`src/rtl/memory_access_unit.sv`:
```
// MIPS memory stage: alignment check, one split-handshake data-bus request per
// instruction, then load alignment/extension and handoff to writeback.

package mau_pkg;
    typedef enum logic [1:0] {MSIZE1 = 2'd0, MSIZE2 = 2'd1, MSIZE4 = 2'd2} msize_t;
    typedef enum logic {UNSIGNED = 1'b0, SIGNED = 1'b1} sig_t;

    typedef struct packed {
        logic        valid;
        logic        write;
        sig_t        sig;
        msize_t      msize;
        logic [31:0] data;
    } memory_args_t;
endpackage

module memory_access_unit
    import mau_pkg::*;
(
    input  logic         clk,
    input  logic         reset,
    input  logic         flush,
    input  logic         in_valid,
    output logic         in_ready,
    input  memory_args_t in_args,
    input  logic [31:0]  in_addr,
    output logic         dreq_valid,
    output logic [31:0]  dreq_addr,
    output logic [1:0]   dreq_size,
    output logic [3:0]   dreq_strobe,
    output logic [31:0]  dreq_data,
    input  logic         dresp_addr_ok,
    input  logic         dresp_data_ok,
    input  logic [31:0]  dresp_data,
    output logic         out_valid,
    input  logic         out_ready,
    output logic [31:0]  out_data,
    output logic         out_adel,
    output logic         out_ades
);

    typedef enum logic [1:0] {IDLE, REQ, WAIT, DONE} state_t;

    state_t      state;
    state_t      next_state;
    logic        killed;
    logic        write_q;
    sig_t        sig_q;
    msize_t      msize_q;
    logic [1:0]  offset_q;
    logic        accept;
    logic        misalign;
    logic        complete;
    logic        drop;

    function automatic logic is_misaligned(input msize_t m, input logic [1:0] o);
        return (m == MSIZE2 && o[0]) || (m == MSIZE4 && o != 2'b00);
    endfunction

    function automatic logic [3:0] store_strobe(input msize_t m, input logic [1:0] o);
        case (m)
            MSIZE1:  return 4'b0001 << o;
            MSIZE2:  return 4'b0011 << o;
            default: return 4'b1111;
        endcase
    endfunction

    function automatic logic [31:0] store_data(input msize_t m, input logic [31:0] d);
        case (m)
            MSIZE1:  return {4{d[7:0]}};
            MSIZE2:  return {2{d[15:0]}};
            default: return d;
        endcase
    endfunction

    function automatic logic [31:0] load_value(input logic [31:0] raw, input logic [1:0] o,
                                               input msize_t m, input sig_t s);
        logic [31:0] sh;
        sh = raw >> {o, 3'b000};
        case (m)
            MSIZE1:  return (s == SIGNED) ? {{24{sh[7]}}, sh[7:0]} : {24'b0, sh[7:0]};
            MSIZE2:  return (s == SIGNED) ? {{16{sh[15]}}, sh[15:0]} : {16'b0, sh[15:0]};
            default: return sh;
        endcase
    endfunction

    // A flush in IDLE also swallows any in_valid presented that cycle.
    assign accept   = in_valid && (state == IDLE) && !flush;
    assign misalign = is_misaligned(in_args.msize, in_addr[1:0]);
    assign complete = ((state == REQ) && dresp_addr_ok && dresp_data_ok) ||
                      ((state == WAIT) && dresp_data_ok);
    assign drop     = killed || flush;

    always_ff @(posedge clk or posedge reset) begin
        if (reset) begin
            state <= IDLE;
        end else begin
            state <= next_state;
        end
    end

    always_comb begin
        next_state = state;
        case (state)
            IDLE: begin
                if (accept) begin
                    next_state = (!in_args.valid || misalign) ? DONE : REQ;
                end
            end
            REQ: begin
                if (dresp_addr_ok) begin
                    if (dresp_data_ok) begin
                        next_state = drop ? IDLE : DONE;
                    end else begin
                        next_state = WAIT;
                    end
                end
            end
            WAIT: begin
                if (dresp_data_ok) begin
                    next_state = drop ? IDLE : DONE;
                end
            end
            DONE: begin
                if (flush || out_ready) begin
                    next_state = IDLE;
                end
            end
            default: next_state = IDLE;
        endcase
    end

    always_comb begin
        in_ready   = (state == IDLE);
        dreq_valid = (state == REQ);
        out_valid  = (state == DONE);
    end

    // A killed transaction still runs to completion on the bus; it just never reaches DONE.
    always_ff @(posedge clk or posedge reset) begin
        if (reset) begin
            killed <= 1'b0;
        end else if (next_state == IDLE) begin
            killed <= 1'b0;
        end else if (flush && (state == REQ || state == WAIT)) begin
            killed <= 1'b1;
        end
    end

    always_ff @(posedge clk or posedge reset) begin
        if (reset) begin
            write_q     <= 1'b0;
            sig_q       <= UNSIGNED;
            msize_q     <= MSIZE1;
            offset_q    <= 2'b00;
            dreq_addr   <= 32'b0;
            dreq_size   <= 2'b0;
            dreq_strobe <= 4'b0;
            dreq_data   <= 32'b0;
            out_data    <= 32'b0;
            out_adel    <= 1'b0;
            out_ades    <= 1'b0;
        end else begin
            if (accept) begin
                write_q  <= in_args.write;
                sig_q    <= in_args.sig;
                msize_q  <= in_args.msize;
                offset_q <= in_addr[1:0];
                out_data <= 32'b0;
                out_adel <= in_args.valid && misalign && !in_args.write;
                out_ades <= in_args.valid && misalign && in_args.write;
                if (in_args.valid && !misalign) begin
                    dreq_addr   <= in_addr;
                    dreq_size   <= in_args.msize;
                    dreq_strobe <= in_args.write ? store_strobe(in_args.msize, in_addr[1:0]) : 4'b0;
                    dreq_data   <= in_args.write ? store_data(in_args.msize, in_args.data) : 32'b0;
                end
            end
            if (complete && !write_q) begin
                out_data <= load_value(dresp_data, offset_q, msize_q, sig_q);
            end
        end
    end

endmodule

```
`config.mk`:
```
export PLATFORM = sky130hd
export DESIGN_NAME = memory_access_unit
export DESIGN_NICKNAME = d
export VERILOG_FILES = /design/src/rtl/memory_access_unit.sv
export SDC_FILE = /design/constraint.sdc
export NUM_CORES = 1
export LEC_CHECK = 0
export BUFFER_PORTS_ARGS = -buffer_cell sky130_fd_sc_hd__buf_2
export CORE_MARGIN = 2
export CORE_UTILIZATION = 44
export DETAILED_ROUTE_END_ITERATION = 7
export PLACE_DENSITY_LB_ADDON = 0.15
export SKIP_LAST_GASP = 1
export SYNTH_ARGS = -nofsm -noshare
export SYNTH_HDL_FRONTEND = slang
export SYNTH_SLANG_ARGS = --single-unit
```
`constraint.sdc`:
```
create_clock -name clk -period 3.2 [get_ports clk]
set_input_delay 0.32 -clock clk [delete_from_list [all_inputs] [get_ports clk]]
set_output_delay 0.32 -clock clk [all_outputs]
set_load 0.02 [all_outputs]
```
Word level (Yosys, flattened, before mapping)
Cells that the tools add are included.
Widths: inputs -> output; s select.

operators by class
  div/mod/pow operators = 0
  order comparisons = 0
  reductions and logical operators = 32
  add/sub/neg operators = 0
  eq/ne operators = 6
  bitwise gates (word level) = 0
  mux-type cells = 19
  multipliers = 0
  shift-type cells = 3

operators by type and width
  kind                 number
  $mux 32              5
  $pmux 32 s2          2
  $shr 32x5->32        1
  $mux 2               7
  $logic_and 1x1->1    13
  $logic_not 2->1      4
  $pmux 2 s4           1
  $pmux 4 s2           1
  $eq 2x1->1 const B   3
  $eq 2x2->1 const B   3
  $logic_or 1x1->1     6
  $reduce_bool 2->1    3
  $logic_not 1->1      5
  $mux 4               1
  $shl 1x2->4 const A  1
  $shl 2x2->4 const A  1
  $mux 1               2
  $reduce_and 2->1     1

word-level totals
  bits in read-only memories = 0
  memories kept = 0
  register bits after elaboration = 113
  bits of input ports = 108
  bits in latches = 0
  RAM bits = 0

Logic depth before layout (Yosys ltp)
Gate-level depths: netlist of the first run.

  word-level depth = 9
  depth in mapped cells = 10
  gate-level depth less buffers = 7

Worst setup path before layout of the first run
Ideal clock, no wire load.

  path type = register to register
  start = register state[1]
  end = register out_data[16]
  buffers on the path = 3
  data required time = 3.074 ns
  clock period less this slack = 2.272 ns
  library setup time = 0.126 ns
  setup slack = 0.928 ns
  data arrival time = 2.146 ns
  stages on the path, launching flop included = 10
  path through = dfrtp_1 > inv_1 > ha_1 > a21oi_1 > or3b_1 > buf_6 > and2_4 > buf_6 > buf_6 > a221o_1

on the way
  cells in the longest elaborated chain, start to end = 6
  elaborated cells on any way between the ends = 12
  classes of those cells = eq/ne: 2; mux: 1; reduce/logical: 9

ends and longest elaborated chain
  what                                          RTL line  text
  start: declaration                            44        state_t state;
  start signal: assignment                      98        state <= next_state;
  $eq 2x1->1 (*)                                --
  net dreq_valid                                27        output logic dreq_valid,
  $logic_and 1x1->1 (*) (2 in a row)            90        assign complete = ((state == REQ) && dresp_addr_ok && dresp_data_ok) ||
  $logic_or 1x1->1 (*)                          90
  $logic_and 1x1->1 (*)                         179       if (complete && !write_q) begin
  $mux 32 or $reduce_bool 2->1 (tied branches)  --
  end signal: assignment                        180       out_data <= load_value(dresp_data, offset_q, msize_q, sig_q);
  end: declaration                              37        output logic [31:0] out_data,

The timed path passes the listed nets; every way through them passes the cells marked *.
A chain may end at the register's enable or synchronous reset.

Final worst setup path of the first run
  start = register state[1]
  end = register out_data[30]

on the way
  cells in the longest elaborated chain, start to end = 6
  elaborated cells on any way between the ends = 12
  classes of those cells = eq/ne: 2; mux: 1; reduce/logical: 9

ends and longest elaborated chain
  what                                          RTL line
  $eq 2x1->1                                    90
  $logic_and 1x1->1 (2 in a row)                90
  $logic_or 1x1->1                              90
  $logic_and 1x1->1                             179
  $mux 32 or $reduce_bool 2->1 (tied branches)  --

Parallel ways exist; a longest one is shown, timed or not.

==> metrics.yaml, run 1 <==
place:
  place_hpwl_um: 10200
  io_buffers: 214
  dp.cells: 878
  gp_congestion: 0.865
  place_area_um2: 6620
  preCtsSetupSlack_ps: 768
power:
  power.density_nw_per_um2: 959
  power.static_leakage_nw: 3.71
  peakVddDrop_v: 0.000455
yosys:
  synth_edf_count: 0
  syn_area_per_cell_um2: 10.3
  yosysTopAreaCellShare_pct: 51.8
  seq_area_frac_synth_pct: 51.8
  synth-seq-cells: 113
  synth_most_common_cell: "nand2_1"
  synth_ff_type: "dfrtp_1"
  yosys_warnings: 0
  yosysUniqueCellTypes: 36
  netlist_area_um2: 5460
  synth_largest_area_cell: "dfrtp_1"
  synth_fp_nets: 642
  synthArstFlopShare_pct: 100
  synthTopCellsByArea: "dfrtp_1 (52%), mux2_2 (12%), nand2_1 (8.2%)"
  yosys-top-cells-count: "nand2_1 (119), dfrtp_1 (113), o21ai_0 (77)"
  synth_cells: 529
finish:
  layout-drive-gt1-share_pct: 42.9
  fin_nets: 842
  syn2layout_area_growth_pct: 31.5
  fin_cells: 907
  fin_area_um2: 7180
  diodes: 0
  nFillCells: 1044
timing:
  relSlewSlack_pct: 53.4
  fin_skew_ps: 8.57
  setup_tns_ps: 0
  finalCriticalPeriod_ps: 2460
  rsz0062_at_grt: "false"
  max_freq_ghz: 0.407
  finalHoldViolCount: 0
  tightest_slew_ps: 697
  finalMaxSlewViolations: 0
  setup_viol: 0
  fin_crit_sh_pct: 76.8
  worst_slack_ps: 744
floorplan:
  io_pins: 215
  core.rowCount: 40
  dieArea_um2: 13300
  fp.dieW_um: 115
  initial_core_util_pct: 45.2
  core-area_um2: 12100
  die_h_um: 115
drt:
  wl_per_cell_um: 15.6
  routed_wl_um: 14100
  vias: 4570
  drt_pre_antenna_iters: 4
  ant_nets: 0
  drt-initial-drc-count: 322
  viasPerCell: 5.04
  post-route-drc-count: 0
setup_path:
  critPathLaunchType: "flip-flop"
  crit_path_end_kind: "flip-flop"
  slowest_delay_ps: 520
  crit_chain: "inv_1 > ha_1 > a21oi_1 > or3b_1 > buf_4 > and2_4 > a221o_2"
  r2r_start: "state[1]"
  crit_family: "simple AND/OR/NAND/NOR gates"
  crit_start: "state[1]"
  required_ps: 3490
  crit_fanout: 24
  crit_buf_inv: 2
  arrival_ps: 2750
  crit_slowest_cell: "or3b_1"
  criticalPathCategory: "flip-flop to flip-flop"
run_status:
  status: "complete, no violations"
cts:
  cts_htree_levels: 4
  cts_sinks: 113
  cts_resized: 0
  holdBufCountCts: 0
  worstSkewPairLatency_ps: 410
  cts_buffer_depth: 2
  cts_buffers: 17
  postCtsSetupBuffers: 0
  cts_tree: "built"
  clk_transition_reported_paths_ps: 50
  cts-root-buf: "clkbuf_16"
global_route:
  grt-ovfl-total: 0
  first_global_vias: 4563
  grt_antenna_before_repair: 0
  grtUsageTotal_pct: 21.9
  grt_first_pass_wirelength_um: 22700
  grt_max_degree: 114
flow_run:
  maxCapViolCount: 0
hold_path:
  hold_path.class: "input port to async pin"
==> through the flow <==
| stage | utilization, % | hold WS, ps | total power, mW |
|---|---|---|---|
| after floorplan | - | 425 | 4.28 |
| after global placement | 54.9 | 459 | 5.05 |
| after detailed placement | 54.9 | 465 | 5.13 |
| after CTS | 59.5 | 117 | 6.95 |
| after global routing | 59.5 | 131 | 7.32 |
| final | 59.5 | 46.6 | 6.88 |
==> cells in the final DEF, fill, tap and decap left out, types with 2 or more instances in the layout <==
| cell type | synthesis | routed |
|---|---|---|
| a21oi_1 | 18 | 18 |
| buf_2 | 10 | 214 |
| a221o_1 | 14 | 14 |
| nor2_1 | 16 | 16 |
| or2_2 | 2 | 2 |
| clkinv_2 | 0 | 5 |
| a2bb2oi_1 | 2 | 2 |
| o21ai_0 | 77 | 77 |
| nor2b_1 | 3 | 3 |
| buf_4 | 2 | 5 |
| dfrtp_1 | 113 | 113 |
| inv_1 | 7 | 6 |
| clkbuf_16 | 0 | 17 |
| buf_12 | 0 | 2 |
| mux2_2 | 58 | 58 |
| clkbuf_8 | 0 | 3 |
| clkbuf_1 | 21 | 2 |
| bufinv_16 | 0 | 2 |
| nand2_1 | 119 | 119 |
| nand2b_1 | 2 | 2 |
| a221o_2 | 2 | 2 |
| nand3_1 | 9 | 8 |
| mux2i_1 | 27 | 27 |
| ha_1 | 5 | 5 |
==> state kept, by name (all words and copies together) (netlist names), 2 cells and up <==
name,flops
dreq_addr,32
dreq_data,32
out_data,32
dreq_strobe,4
dreq_size,2
msize_q,2
offset_q,2
state,2
==> worst reg2reg max path, cell delays in order (launching register included) <==
cell and delay (ps):
dfrtp_1 420, inv_1 160, ha_1 230, a21oi_1 80, or3b_1 520, buf_4 270
and2_4 260, a221o_2 400
==> cell type report <==
class	count	area [µm²]	share of cell area [%]
Clock buffer	22	474	6.61
Clock inverter	7	85.1	1.19
Inverter	7	30.0	0.418
Multi-Input combinational cell	369	2400	33.5
Sequential cell	113	2830	39.4
Tap cell	168	210	2.93
Timing Repair Buffer	221	1150	16.0
==> power breakdown <==
part | leakage [nW] | total [mW] | switching [mW] | internal, mW
logic | 1.97 | 2.73 | 1.69 | 1.05
clock network | 0.281 | 1.79 | 0.607 | 1.18
registers | 1.46 | 2.36 | 0.338 | 2.02
==> path summary, 6_finish.rpt <==
| check | endpoint | slack [ps] | depth (start not counted) |
|---|---|---|---|
| setup / recovery | out_data[30] | 740 | 7 |
| hold / removal | write_q | 50 | 3 |
| setup reg to reg | out_data[30] | 740 | 7 |
| hold reg to reg | dreq_data[25] | 470 | 2 |
| max in group asynchronous | dreq_addr[22] | 2650 | 3 |
| min in group clk | dreq_addr[15] | 140 | 2 |
==> metal layers <==
layer	up-vias	track usage, %	part of all wire [%]
li1	2236	-	-
met2	147	35.6	49
met3	24	7.01	6.9
met1	2163	27.1	42
met4	0	8.59	1.7
met5	-	0	0
==> cells by family after synthesis <==
kind of cell | count (synthesis) | share of synthesized area [%]
AO/OA/AOI/OAI | 119 | 13.3
XOR/XNOR | 1 | 0.161
adder cells (fa/ha/maj) | 5 | 1.15
buffers and inverters | 47 | 4.42
flip-flops | 113 | 51.8
multiplexers | 85 | 16.9
AND/OR/NAND/NOR | 159 | 12.2
No activity file was read; power rests on OpenSTA's default activity.
==> run 2, diff against run 1 <==
- ABC_AREA: not set -> 1
- CORE_UTILIZATION: 44 -> 49
- clock period: 3.2 -> 2.3 ns (I/O delays scaled with it)
==> run 2 against run 1 <==
Effect of this change:
- first-iteration DRC count rose by 28%
- sequential share of layout area fell by 4.0 points
- combinational power rose by 76%
- area after synthesis fell by 0.44%
- non-clock buffer count rose by 75
- maximum frequency rose by 15%
- utilization rose by 14 points
- worst hold slack got worse by 24 ps
- global-route usage rose by 7.4 points
- sequential power rose by 50%
- synthesized cell count rose by 32%
- routed wire length rose by 22%
- critical path type unchanged
- largest power group unchanged
- highest routed layer unchanged
==> metrics.yaml, run 2 <==
yosys:
  synth_xor_area_share_pct: 0  # -0.16 points
  synth-compound-area-share_pct: 10.4  # -2.9 points
  synth_fa_ha_area_share_pct: 1.15  # +0.0050 points
  synth_cells: 699  # +32%
  syn_area_per_cell_um2: 7.77  # -25%
  synth-seq-cells: 113  # unchanged
  yosysUniqueCellTypes: 25  # -31%
  yosysTopAreaCellShare_pct: 52.0  # +0.23 points
  synth_edf_count: 0  # unchanged
  yosys-top-cells-count: "nand2_1 (336), dfrtp_1 (113), nand3_1 (40)"
  yosys.area_share.simple_pct: 30.9  # +19 points
  synth_top_family_by_area: "simple AND/OR/NAND/NOR gates"
  seq_area_frac_synth_pct: 52.0  # +0.23 points
  synth_fp_nets: 812  # +26%
  synth_most_common_cell: "nand2_1"
  yosys_warnings: 0  # unchanged
  synth_largest_area_cell: "dfrtp_1"
  synthArstFlopShare_pct: 100  # unchanged
  synth_mux_area_share_pct: 0  # -17 points
  synthTopCellsByArea: "dfrtp_1 (52%), nand2_1 (23%), nand3_1 (3.7%)"
  synth_ff_type: "dfrtp_1"
  netlist_area_um2: 5430  # -0.44%
finish:
  final_cell_mix: "nand2_1 (336), buf_2 (214), dfrtp_1 (113)"
  layout-drive-gt1-share_pct: 28.0  # -15 points
  seq_area_um2: 2830  # unchanged
  nFillCells: 826  # -21%
  syn2layout_area_growth_pct: 47.2
  diodes: 0  # unchanged
  fin_nets: 1089  # +29%
  reg_top3: "dreq_addr x32, dreq_data x32, out_data x32"
  multi_input_area_um2: 2310  # -3.8%
  fin_area_um2: 8000  # +11%
  final_common_cell: "nand2_1"
floorplan:
  fp.dieW_um: 109  # -5.3%
  initial_core_util_pct: 50.1  # +4.9 points
  core.rowCount: 38  # -5.0%
  die_h_um: 109  # -5.3%
  io_pins: 215  # unchanged
  dieArea_um2: 11900  # -10%
  core-area_um2: 10800  # -10%
cts:
  worstSkewPairLatency_ps: 510  # +100 ps
  cts_buffer_depth: 2  # unchanged
  clk_transition_reported_paths_ps: 60  # about the same
  cts_sinks: 113  # unchanged
  cts_buffers: 17  # unchanged
  cts-root-buf: "clkbuf_8"
  cts_tree: "built"
  cts_htree_levels: 4  # unchanged
place:
  io_buffers: 214  # unchanged
  place_hpwl_um: 10900  # +6.7%
  gp_congestion: 0.920  # +6.4%
  place_area_um2: 6660  # +0.57%
  preCtsSetupSlack_ps: 157  # -612 ps
timing:
  setup_viol: 0  # unchanged
  finalCriticalPeriod_ps: 2130  # -324 ps
  rsz0062_at_grt: "false"
  fin_skew_ps: 6.98  # -1.59 ps
  tightest_slew_ps: 755  # +58.0 ps
  finalMaxSlewViolations: 0  # unchanged
  max_freq_ghz: 0.469  # +15%
  relSlewSlack_pct: 49.6  # -3.8 points
  fin_crit_sh_pct: 92.7  # +16 points
  finalHoldViolCount: 0  # unchanged
  setup_tns_ps: 0  # unchanged
  worst_slack_ps: 168  # -576 ps
drt:
  drt-initial-drc-count: 412  # +28%
  viasPerCell: 5.17  # +2.6%
  drt_pre_antenna_iters: 5  # +1
  ant_nets: 0  # unchanged
  vias: 5835  # +28%
  wl_per_cell_um: 15.2  # -2.1%
  routed_wl_um: 17200  # +22%
  post-route-drc-count: 0  # unchanged
setup_path:
  crit_path_end_kind: "flip-flop"
  criticalPathCategory: "flip-flop to flip-flop"
  critPathLaunchType: "flip-flop"
  required_ps: 2700  # -790 ps
  arrival_ps: 2530  # -220 ps
  crit_fanout: 44  # +83%
power:
  clock_power_share_pct: 26.6  # +0.6 points
  seq_power_share_pct: 31.1  # -3.1 points
  switching_share_pct: 41.2  # +2.9 points
  switching_power_mw: 4.69  # +78%
  power.static_leakage_nw: 4.56  # +23%
  cell_internal_pwr_mw: 6.70  # +58%
  power.density_nw_per_um2: 1420  # +49%
  peakVddDrop_v: 0.000832  # +83%
  comb_power_share_pct: 42.3  # +2.6 points
hold_path:
  hold_path.class: "input port to flip-flop"
run_status:
  status: "complete, no violations"
flow_run:
  maxCapViolCount: 0  # unchanged
global_route:
  grt_max_degree: 51  # -55%
  grt-ovfl-total: 0  # unchanged
  first_global_vias: 5802  # +27%
  grtUsageTotal_pct: 29.3  # +7.4 points
  grt_antenna_before_repair: 0  # unchanged
  grt_first_pass_wirelength_um: 27100  # +20%
-- run 2: through the flow --
stage	util (%)	std cells	total power, mW	hold slack (ps)
3_5_place_dp	61.4	1030	8.13	397
5_1_grt	73.8	1129	12.1	37.6
4_1_cts	73.1	1122	11.3	9.48
6_report	73.8	1129	11.4	22.9
2_1_floorplan	-	699	6.59	340
3_3_place_gp	61.4	1030	8.07	378
-- run 2: worst max-delay path, stage by stage (launching register included) --
cell and delay (ps):
dfrtp_1 450, inv_1 120, ha_1 240, nand3_2 100, nor2_1 60, nand3_2 80, buf_4 410, inv_1 150
buf_4 220, nand2_1 100, nand2_1 60
-- run 2: power groups by stage --
stage / Combinational [mW] / Sequential (mW) / Clock (mW)
2_1_floorplan: 2.09 / 4.50 / 0
3_3_place_gp: 4.56 / 3.51 / 0
3_5_place_dp: 4.62 / 3.51 / 0
4_1_cts: 4.71 / 3.52 / 3.05
5_1_grt: 5.33 / 3.65 / 3.14
6_report: 4.81 / 3.54 / 3.03
-- run 2: cell families (layout without fill, tap and decap cells) --
family,Yosys count,after routing
flops,113,113
simple gates,421,421
fa+ha+maj,5,5
buf+inv,69,359
compound gates,91,91
-- run 2: final cells by class --
class	count	share of cell area, %
Inverter	31	1.50
Sequential cell	113	35.4
Clock inverter	11	2.91
Timing Repair Buffer	296	23.6
Clock buffer	21	5.49
Tap cell	140	2.19
Multi-Input combinational cell	517	28.9
-- run 2: path summary, 6_finish.rpt --
path                                 end          from  cells after the start  slack [ps]
setup / recovery           dreq_addr[30]      state[0]                     10         170
hold / removal             dreq_data[13]   in_args[13]                      3          20
setup reg to reg           dreq_addr[30]      state[0]                     10         170
hold reg to reg             out_data[10]  out_data[10]                      2         470
max in group asynchronous   out_data[27]         reset                      4        1210
min in group asynchronous        write_q         reset                      3         390
-- run 2: routing by layer --
metal | share of wire (%) | up-vias | GRT usage (%) | wire length [µm]
met4 | 3.3 | 0 | 14.3 | 569
met1 | 41 | 2725 | 36.3 | 7070
li1 | - | 2790 | - | -
met3 | 6.6 | 48 | 6.76 | 1140
met2 | 49 | 272 | 48.4 | 8420
met5 | 0 | - | 0 | 0
-- run 2: repair_timing --
action,CTS,global route
hold endpoints to repair,88,0
hold buffers,60,0
setup buffers,0,7
resized for setup,0,1
setup endpoints to repair,0,26
